--- config.mk ---
export PLATFORM = sky130hd
export DESIGN_NAME = key_cmd_queue_flat
export DESIGN_NICKNAME = d
export VERILOG_FILES = /design/src/rtl/key_cmd_queue_if.sv /design/src/rtl/key_cmd_queue.sv /design/src/flat_wrapper.sv
export SDC_FILE = /design/constraint.sdc
export NUM_CORES = 1
export LEC_CHECK = 0
export ABC_AREA = 1
export BUFFER_PORTS_ARGS = -buffer_cell sky130_fd_sc_hd__buf_2
export CORE_AREA = 2 2 211 213
export DETAILED_ROUTE_END_ITERATION = 8
export DIE_AREA = 0 0 213 215
export SYNTH_ARGS = -nofsm -noshare
export SYNTH_HDL_FRONTEND = slang
export SYNTH_SLANG_ARGS = --single-unit
--- constraint.sdc ---
create_clock -name clk -period 2.8 [get_ports clk]
set_input_delay 0.28 -clock clk [delete_from_list [all_inputs] [get_ports clk]]
set_output_delay 0.28 -clock clk [all_outputs]
set_load 0.01 [all_outputs]
--- src/rtl/key_cmd_queue_if.sv ---
// Event/command bundle between the keyboard decoder side, the command queue
// and its consumer.
interface key_cmd_queue_if #(
  parameter int DEPTH = 4
);
  localparam int LVL_W = $clog2(DEPTH) + 1;

  logic             key_valid;
  logic [8:0]       last_change;
  logic [511:0]     key_down;
  logic             cmd_ready;
  logic             cmd_valid;
  logic [3:0]       cmd;
  logic [3:0]       held;
  logic [LVL_W-1:0] level;
  logic [7:0]       drop_cnt;

  modport master (
    output key_valid, last_change, key_down, cmd_ready,
    input  cmd_valid, cmd, held, level, drop_cnt
  );

  modport slave (
    input  key_valid, last_change, key_down, cmd_ready,
    output cmd_valid, cmd, held, level, drop_cnt
  );
endinterface

--- src/rtl/key_cmd_queue.sv ---
// Maps PS/2 key events to 4-bit game commands, auto-repeats held movement
// keys and buffers commands in a small valid/ready FIFO.
module key_cmd_queue #(
  parameter int DEPTH         = 4,
  parameter int REPEAT_DELAY  = 25_000_000,
  parameter int REPEAT_PERIOD = 10_000_000
) (
  input  logic            clk,
  input  logic            rst,
  key_cmd_queue_if.slave  bus
);
  localparam int ADDR_W  = $clog2(DEPTH);
  localparam int PTR_W   = ADDR_W + 1;
  localparam int CNT_MAX = (REPEAT_DELAY > REPEAT_PERIOD) ? REPEAT_DELAY : REPEAT_PERIOD;
  localparam int CNT_W   = $clog2(CNT_MAX);
  localparam logic [3:0] NONE = 4'hF;

  typedef enum logic [1:0] {S_IDLE, S_DELAY, S_REPEAT} state_t;

  state_t            state_q, state_d;
  logic [3:0]        held_q, held_d;
  logic [CNT_W-1:0]  cnt_q, cnt_d;
  logic [PTR_W-1:0]  wr_ptr_q, wr_ptr_d, rd_ptr_q, rd_ptr_d;
  logic [7:0]        drop_q, drop_d;
  logic [3:0]        mem_q [DEPTH];

  logic [3:0] code, push_code;
  logic       key_is_down, press, rel_held, tick, push_req;
  logic       empty, full, pop, push;
  logic       unused_inputs;

  function automatic logic [3:0] map_code(input logic [7:0] sc);
    case (sc)
      8'h59:   return 4'h0;
      8'h69:   return 4'h1;
      8'h72:   return 4'h2;
      8'h7A:   return 4'h3;
      8'h73:   return 4'h5;
      8'h1D:   return 4'h6;
      8'h1C:   return 4'h8;
      8'h1B:   return 4'h7;
      8'h23:   return 4'h9;
      8'h29:   return 4'hA;
      default: return NONE;
    endcase
  endfunction

  // Only the low 256 scan codes can ever be mapped.
  assign unused_inputs = ^{bus.last_change[8], bus.key_down[511:256]};

  always_comb begin
    code        = map_code(bus.last_change[7:0]);
    key_is_down = bus.key_down[{1'b0, bus.last_change[7:0]}];
    press       = bus.key_valid & key_is_down & (code != NONE);
    rel_held    = bus.key_valid & ~key_is_down & (code != NONE) & (code == held_q);
    tick        = ((state_q == S_DELAY)  && (cnt_q == CNT_W'(REPEAT_DELAY - 1))) ||
                  ((state_q == S_REPEAT) && (cnt_q == CNT_W'(REPEAT_PERIOD - 1)));
  end

  // Repeat scheduler: a press beats a same-cycle tick, a release of the held key cancels it.
  always_comb begin
    state_d   = state_q;
    held_d    = held_q;
    cnt_d     = cnt_q;
    push_req  = 1'b0;
    push_code = code;
    if (state_q != S_IDLE) cnt_d = cnt_q + CNT_W'(1);
    if (press) begin
      push_req = 1'b1;
      if (code != 4'h0 && code != 4'hA) begin
        state_d = S_DELAY;
        held_d  = code;
        cnt_d   = '0;
      end else if (tick) begin
        cnt_d = '0;
      end
    end else if (rel_held) begin
      state_d = S_IDLE;
      held_d  = NONE;
      cnt_d   = '0;
    end else if (tick) begin
      push_req  = 1'b1;
      push_code = held_q;
      state_d   = S_REPEAT;
      cnt_d     = '0;
    end
  end

  always_comb begin
    empty    = (wr_ptr_q == rd_ptr_q);
    full     = (wr_ptr_q[ADDR_W] != rd_ptr_q[ADDR_W]) &&
               (wr_ptr_q[ADDR_W-1:0] == rd_ptr_q[ADDR_W-1:0]);
    pop      = ~empty & bus.cmd_ready;
    // Full FIFO still accepts a push when the head leaves in the same cycle.
    push     = push_req & (~full | pop);
    wr_ptr_d = wr_ptr_q + PTR_W'(push);
    rd_ptr_d = rd_ptr_q + PTR_W'(pop);
    drop_d   = drop_q;
    if (push_req && full && !pop && drop_q != 8'hFF) drop_d = drop_q + 8'd1;
  end

  always_ff @(posedge clk) begin
    if (rst) begin
      state_q  <= S_IDLE;
      held_q   <= NONE;
      cnt_q    <= '0;
      wr_ptr_q <= '0;
      rd_ptr_q <= '0;
      drop_q   <= '0;
    end else begin
      state_q  <= state_d;
      held_q   <= held_d;
      cnt_q    <= cnt_d;
      wr_ptr_q <= wr_ptr_d;
      rd_ptr_q <= rd_ptr_d;
      drop_q   <= drop_d;
    end
  end

  genvar gi;
  generate
    for (gi = 0; gi < DEPTH; gi++) begin : g_mem
      always_ff @(posedge clk) begin
        if (push && wr_ptr_q[ADDR_W-1:0] == ADDR_W'(gi)) mem_q[gi] <= push_code;
      end
    end
  endgenerate

  assign bus.cmd_valid = ~empty;
  assign bus.cmd       = empty ? NONE : mem_q[rd_ptr_q[ADDR_W-1:0]];
  assign bus.held      = held_q;
  assign bus.level     = wr_ptr_q - rd_ptr_q;
  assign bus.drop_cnt  = drop_q;
endmodule
--- src/flat_wrapper.sv ---
// flat-port wrapper written by rule: the top's interface ports become plain ports
module key_cmd_queue_flat 
#(
  parameter int DEPTH         = 4,
  parameter int REPEAT_DELAY  = 25_000_000,
  parameter int REPEAT_PERIOD = 10_000_000
)
  (clk, rst, bus_key_valid, bus_last_change, bus_key_down, bus_cmd_ready, bus_cmd_valid, bus_cmd, bus_held, bus_level, bus_drop_cnt);
  key_cmd_queue_if #(.DEPTH(DEPTH)) bus_i ();
  input  logic clk;
  input  logic rst;
  input wire logic [$bits(bus_i.key_valid)-1:0] bus_key_valid;
  input wire logic [$bits(bus_i.last_change)-1:0] bus_last_change;
  input wire logic [$bits(bus_i.key_down)-1:0] bus_key_down;
  input wire logic [$bits(bus_i.cmd_ready)-1:0] bus_cmd_ready;
  output wire logic [$bits(bus_i.cmd_valid)-1:0] bus_cmd_valid;
  output wire logic [$bits(bus_i.cmd)-1:0] bus_cmd;
  output wire logic [$bits(bus_i.held)-1:0] bus_held;
  output wire logic [$bits(bus_i.level)-1:0] bus_level;
  output wire logic [$bits(bus_i.drop_cnt)-1:0] bus_drop_cnt;
  assign bus_i.key_valid = bus_key_valid;
  assign bus_i.last_change = bus_last_change;
  assign bus_i.key_down = bus_key_down;
  assign bus_i.cmd_ready = bus_cmd_ready;
  assign bus_cmd_valid = bus_i.cmd_valid;
  assign bus_cmd = bus_i.cmd;
  assign bus_held = bus_i.held;
  assign bus_level = bus_i.level;
  assign bus_drop_cnt = bus_i.drop_cnt;
  key_cmd_queue #(.DEPTH(DEPTH), .REPEAT_DELAY(REPEAT_DELAY), .REPEAT_PERIOD(REPEAT_PERIOD)) u_core (.clk(clk), .rst(rst), .bus(bus_i));
endmodule
* Word-level counts from Yosys, hierarchy flattened *
Memories as Yosys holds them, arrays and structs flattened. A register that Yosys moved wholly into a read port is not among the register bits.
Index checks and enable logic that the tools add are counted.

operators by class
  equality and inequality tests = 25
  reductions and logical operators = 23
  add/subtract/negate cells = 5
  bitwise operators = 11
  mux-type cells = 40
  order comparisons = 1

operators with widths
  kind                                                                     count
  25-bit two-way mux                                                       5
  8-bit by 7-bit equality test with 1-bit output, second input constant    5
  4-bit two-way mux                                                        10
  4-bit case mux with 10 select lines                                      1
  25-bit by 1-bit adder with 25-bit output, second input constant          1
  25-bit by 24-bit equality test with 1-bit output, second input constant  1
  25-bit equality test, second input constant                              1
  8-bit by 5-bit equality test with 1-bit output, second input constant    3
  8-bit by 6-bit equality test with 1-bit output, second input constant    2
  2-bit two-way mux                                                        8
  1-bit two-way mux                                                        15
  4-bit OR reduction                                                       3
  1-bit logical AND                                                        11
  8-bit by 10-bit < comparator with 1-bit output, second input constant    1
  8-bit by 1-bit adder with 8-bit output, second input constant            1
  1-bit binary-select mux with 8-bit select                                1
  4-bit inequality test, second input constant                             2
  8-bit inequality test, second input constant                             1
  1-bit bitwise AND                                                        7
  3-bit by 1-bit adder with 3-bit output                                   2
  2-bit equality test, second input constant                               3
  2-bit by 1-bit equality test with 1-bit output, second input constant    2
  4-bit equality test                                                      1
  2-bit AND reduction                                                      2
  other kinds (13)                                                         16

storage, ports and cells
  output and inout bits = 20
  bits in writable memories = 16
  register bits after elaboration = 45
  bits of input ports = 525
  memories = 1
  word-level logic and storage cells = 112

memory list
  memory        depth  width  rd ports  clocked after Yosys merged registers in  wr ports  RTL line             text
  u_core.mem_q  4      4      1         1                                        1         key_cmd_queue.sv:25  logic [3:0] mem_q [DEPTH];

* Longest topological paths before layout *
  word-level depth = 16
  gate-level depth with buffers = 25

* Worst setup path after synthesis *
Ideal clock, no wire load.

  path type = input -> register
  start = input port bus_last_change[0]
  end = register u_core.wr_ptr_q[2]
  path slack = 0.282 ns
  stages on the path = 22
  setup time = 0.128 ns
  data arrival time = 2.391 ns
  path buffers = 3
  cell sequence = buf_6 nor2_2 buf_4 nand3_1 nand2_2 nor2_4 nand2_8 nand2_2 nand2_1 nand2_1 nand2_1 nor2_1 nand3_2 nand2_1 nand2_2 buf_6 nand2_2 inv_2 ha_1 ha_1 xnor2_1 nor2_1

between the ends
  longest elaborated chain between the ends = 10
  elaborated cells between the ends (all ways) = 25
  those cells by class = 1 x add/sub; 12 x eq/ne; 5 x mux; 7 x bitwise

RTL lines
  what                                       RTL line              text
  start, declared                            flat_wrapper.sv:13    input wire logic [$bits(bus_i.last_change)-1:0] bus_last_change;
  1-bit binary-select mux with 8-bit select  key_cmd_queue.sv:53   key_is_down = bus.key_down[{1'b0, bus.last_change[7:0]}];
  1-bit two-way mux (not written as such)    key_cmd_queue.sv:53
  1-bit inverter                             key_cmd_queue.sv:55   rel_held = bus.key_valid & ~key_is_down & (code != NONE) & (code == held_q);
  1-bit bitwise AND (3 in a row)             key_cmd_queue.sv:55
  1-bit two-way mux                          key_cmd_queue.sv:77   end else if (rel_held) begin
  1-bit two-way mux *                        key_cmd_queue.sv:68   if (press) begin
  1-bit bitwise AND *                        key_cmd_queue.sv:95   push = push_req & (~full | pop);
  3-bit by 1-bit adder with 3-bit output *   key_cmd_queue.sv:96   wr_ptr_d = wr_ptr_q + PTR_W'(push);
  end signal, assigned                       key_cmd_queue.sv:114  wr_ptr_q <= wr_ptr_d;
  end, declared                              key_cmd_queue.sv:23   logic [PTR_W-1:0] wr_ptr_q, wr_ptr_d, rd_ptr_q, rd_ptr_d;

Mark *: on every way between the ends. The rest lies on a longest branch, timed or not. The select of a mux whose other input is x is not followed.
A chain may end at the register's enable or synchronous reset.

* Worst setup path in the final report *
  start = input port bus_last_change[0]
  end = memory u_core.mem_q[0][2] (enable)

between the ends
  longest elaborated chain between the ends = 16
  elaborated cells between the ends (all ways) = 45
  those cells by class = 12 x eq/ne; 19 x mux; 7 x bitwise; 7 x reduce/logical

RTL lines
  what                                                                                         RTL line              text
  1-bit binary-select mux with 8-bit select                                                    key_cmd_queue.sv:53
  1-bit two-way mux (not written as such)                                                      key_cmd_queue.sv:53
  1-bit inverter                                                                               key_cmd_queue.sv:55
  1-bit bitwise AND (3 in a row)                                                               key_cmd_queue.sv:55
  1-bit two-way mux                                                                            key_cmd_queue.sv:77
  1-bit two-way mux *                                                                          key_cmd_queue.sv:68
  1-bit bitwise AND *                                                                          key_cmd_queue.sv:95
  1-bit logical AND                                                                            key_cmd_queue.sv:124  if (push && wr_ptr_q[ADDR_W-1:0] == ADDR_W'(gi)) mem_q[gi] <= push_code;
  1-bit two-way mux                                                                            key_cmd_queue.sv:124
  1-bit two-way mux (not written as such)                                                      key_cmd_queue.sv:124
  4-bit OR reduction (no source line)                                                          -
  2-bit two-way mux (no source line) / 1-bit two-way mux (equally long branches) (3 in a row)  -
  end, declared                                                                                key_cmd_queue.sv:25

Marks and branches as above.

==> results_dict.tcl <==
set metrics [dict create \
    rsz0062_at_grt "no" \
    num_rows 77 \
    fp.coreArea_um2 43600 \
    path_class "in -> reg" \
    wl_met2_um 11700 \
    relSlewSlack 0.620 \
    die_w_um 213 \
    layout-drive-gt1-share 0.278 \
    status "finished clean" \
    place_congestion 0.886 \
    synth_top_area_cell "nand2_1" \
    worst_pin_slew_ps 565 \
    wl_met3_um 1460 \
    final-instance-count-excl-fill 2037 \
    max_freq_ghz 0.384 \
    start_util 0.140 \
    syn_area_per_cell_um2 5.47 \
    grt_usage 0.110 \
    seq_area_frac_synth 0.226 \
    setup_viol 0 \
    dr.pass1.iters 4 \
    p_per_area_nw_per_um2 317 \
    antenna_found_initial 6 \
    postCtsSetupBuffers 0 \
    cts-buffers-inserted 9 \
    async_flop_share 0 \
    clock_path_buffers 2 \
    top_layer "met5" \
    drt-met1-wl_um 11300 \
    drv_cap 0 \
    cts_tree "done" \
    cts_sinks 61 \
    startpoint_type "input pin" \
    initialDrtViolationCount 364 \
    root_buffer "clkbuf_16" \
    pre_cts_ws_ps -183 \
    worstSetupEndpointType "flip-flop" \
    area_growth_pct 46.6 \
    syn-num-nets 1653 \
    cp_data_arrival_time_ps 2650 \
    power.total_mw 2.84 \
    hpwl_um 21300 \
    p_leak_nw 4.76 \
    syn_inst 1119 \
    place_inst 2017 \
    period_needed_ps 2600 \
    synth_ff_type "dfxtp_1" \
    grt_pass1_wl_um 38900 \
    io_pins 545 \
    synth_edf_count 16 \
    drc_errors 0 \
    ys_types 41 \
    finalSetupTns_ps 0 \
    grt_overflow 0 \
    finalCritPeriodShare 0.930 \
    antenna_left 0 \
    finalInstanceArea_um2 8980 \
    yosys-top-cells-area "nand2_1 (40%), dfxtp_1 (15%), edfxtp_1 (7.8%), nor2_1 (5.3%), nand3_1 (4.7%)" \
    peakVddDrop_mv 0.233 \
    slew_viol_final 0 \
    layout.area.seq_um2 1380 \
    post_drt_wl_per_cell_um 12.4 \
    h-tree-depth 3 \
    multiInputGateArea_um2 4220 \
    via_count 7724 \
    ys_ff_latch 61 \
    wl_um 25300 \
    layout.nets 1971 \
    grt_pass1_vias 7484 \
    yosys-top-cells-count "nand2_1 (656), nor2_1 (87), nand3_1 (58), inv_1 (50), dfxtp_1 (45)" \
    fillers 5086 \
    port-buffer-count 287 \
    dieArea_um2 45800 \
    fin_util 0.206 \
    hp-class "in -> reg" \
    clock_latency_ps 330 \
    grt_max_degree 59 \
    layout_setup_ws_ps 196 \
    hold_violations 0 \
    whs_ps 355 \
    synthDominantCellAreaShare 0.402 \
    die_h_um 215 \
    fin_worst_skew_ps 6.08 \
    yosys.cell_count.top_type "nand2_1" \
    ys.warnings.count 0 \
    hold_buffers 0 \
    via_per_inst 3.79 \
    path_clk_slew_ps 50 \
    required_ps 2840 \
    synth_area_um2 6120 \
    crit_fanout 19 \
    dpl_cell_area_um2 8610 \
]
## flip-flops by register name, summed over array words and instances, names as in the netlist
name and count:
u_core.cnt_q 25, u_core.mem_q 16, u_core.rd_ptr_q 3, u_core.bus.drop_cnt 8, u_core.wr_ptr_q 3, u_core.bus.held 4
u_core.state_q 2
## per-layer routing
metal	up-vias	GRT usage
met2	285	0.191
met4	6	0.0452
li1	4124	-
met5	-	0
met1	3262	0.135
met3	47	0.0161
## worst max-delay path: stages
cell	delay, ps
buf_4	160
buf_4	150
nor2_4	160
buf_12	190
nand2_1	60
nand4_1	230
nand2_1	80
nand2_1	70
o21ai_0	120
nand3_1	130
nand3_2	130
nand2_4	140
nand3_4	90
nand2_2	120
nand2_2	70
buf_4	130
nor3_1	140
buf_4	170
## path summary, 6_finish.rpt
path	start	end	slack, ps	cells past startpoint
setup / recovery	bus_last_change[0]	u_core.mem_q[0][2]	200	18
setup reg to reg	u_core.state_q[0]	u_core.cnt_q[21]	500	12
hold / removal	rst	u_core.wr_ptr_q[2]	350	2
hold reg to reg	u_core.cnt_q[1]	u_core.cnt_q[1]	490	2
## kinds of logic after synthesis
logic type                 Yosys count  share of synthesized area
DFF                                 61                      0.226
and+or+nand+nor                    856                      0.569
muxes                                4                    0.00654
AOI/OAI and AO/OA                   49                     0.0460
buffers and inverters              108                     0.0872
xor gates and xnor gates            32                     0.0458
adders and majority gates            9                     0.0196
## final cells by class
type                       instances  share of cell area
clock buffer                      13              0.0314
sequential                        61               0.154
clock inverter                     3             0.00446
timing repair buffer             353               0.230
tap                              592              0.0825
inverter                          62              0.0262
antenna                            3            0.000836
multi-input combinational        950               0.470
## cell usage in the layout, fill, tap and decap left out, drive strengths merged
cell and instances:
nand2 662, buf 352, nor2 94, nand3 63, inv 61, dfxtp 45, xor2 24, o21ai 19
nor3 17, edfxtp 16, a21oi 15, clkbuf 14, nand4 10, o211ai 8, xnor2 8, ha 8
nor4 6, mux2i 4, a22oi 4, diode 3, clkinv 3, nor3b 2, a41oi 1, o22ai 1
a31oi 1, or2 1, nand3b 1, fa 1, bufinv 1
## repair_timing
action / CTS / global route
setup endpoints to repair: 0 / 30
gates resized for setup: 0 / 4
hold endpoints to repair: 0 / 0
## where the power goes
group	switching (mW)	internal [mW]	leakage, nW
logic	0.438	0.336	4.07
registers	0.00256	0.906	0.531
clock network	0.373	0.787	0.161
(Power assumes the default switching activity.)
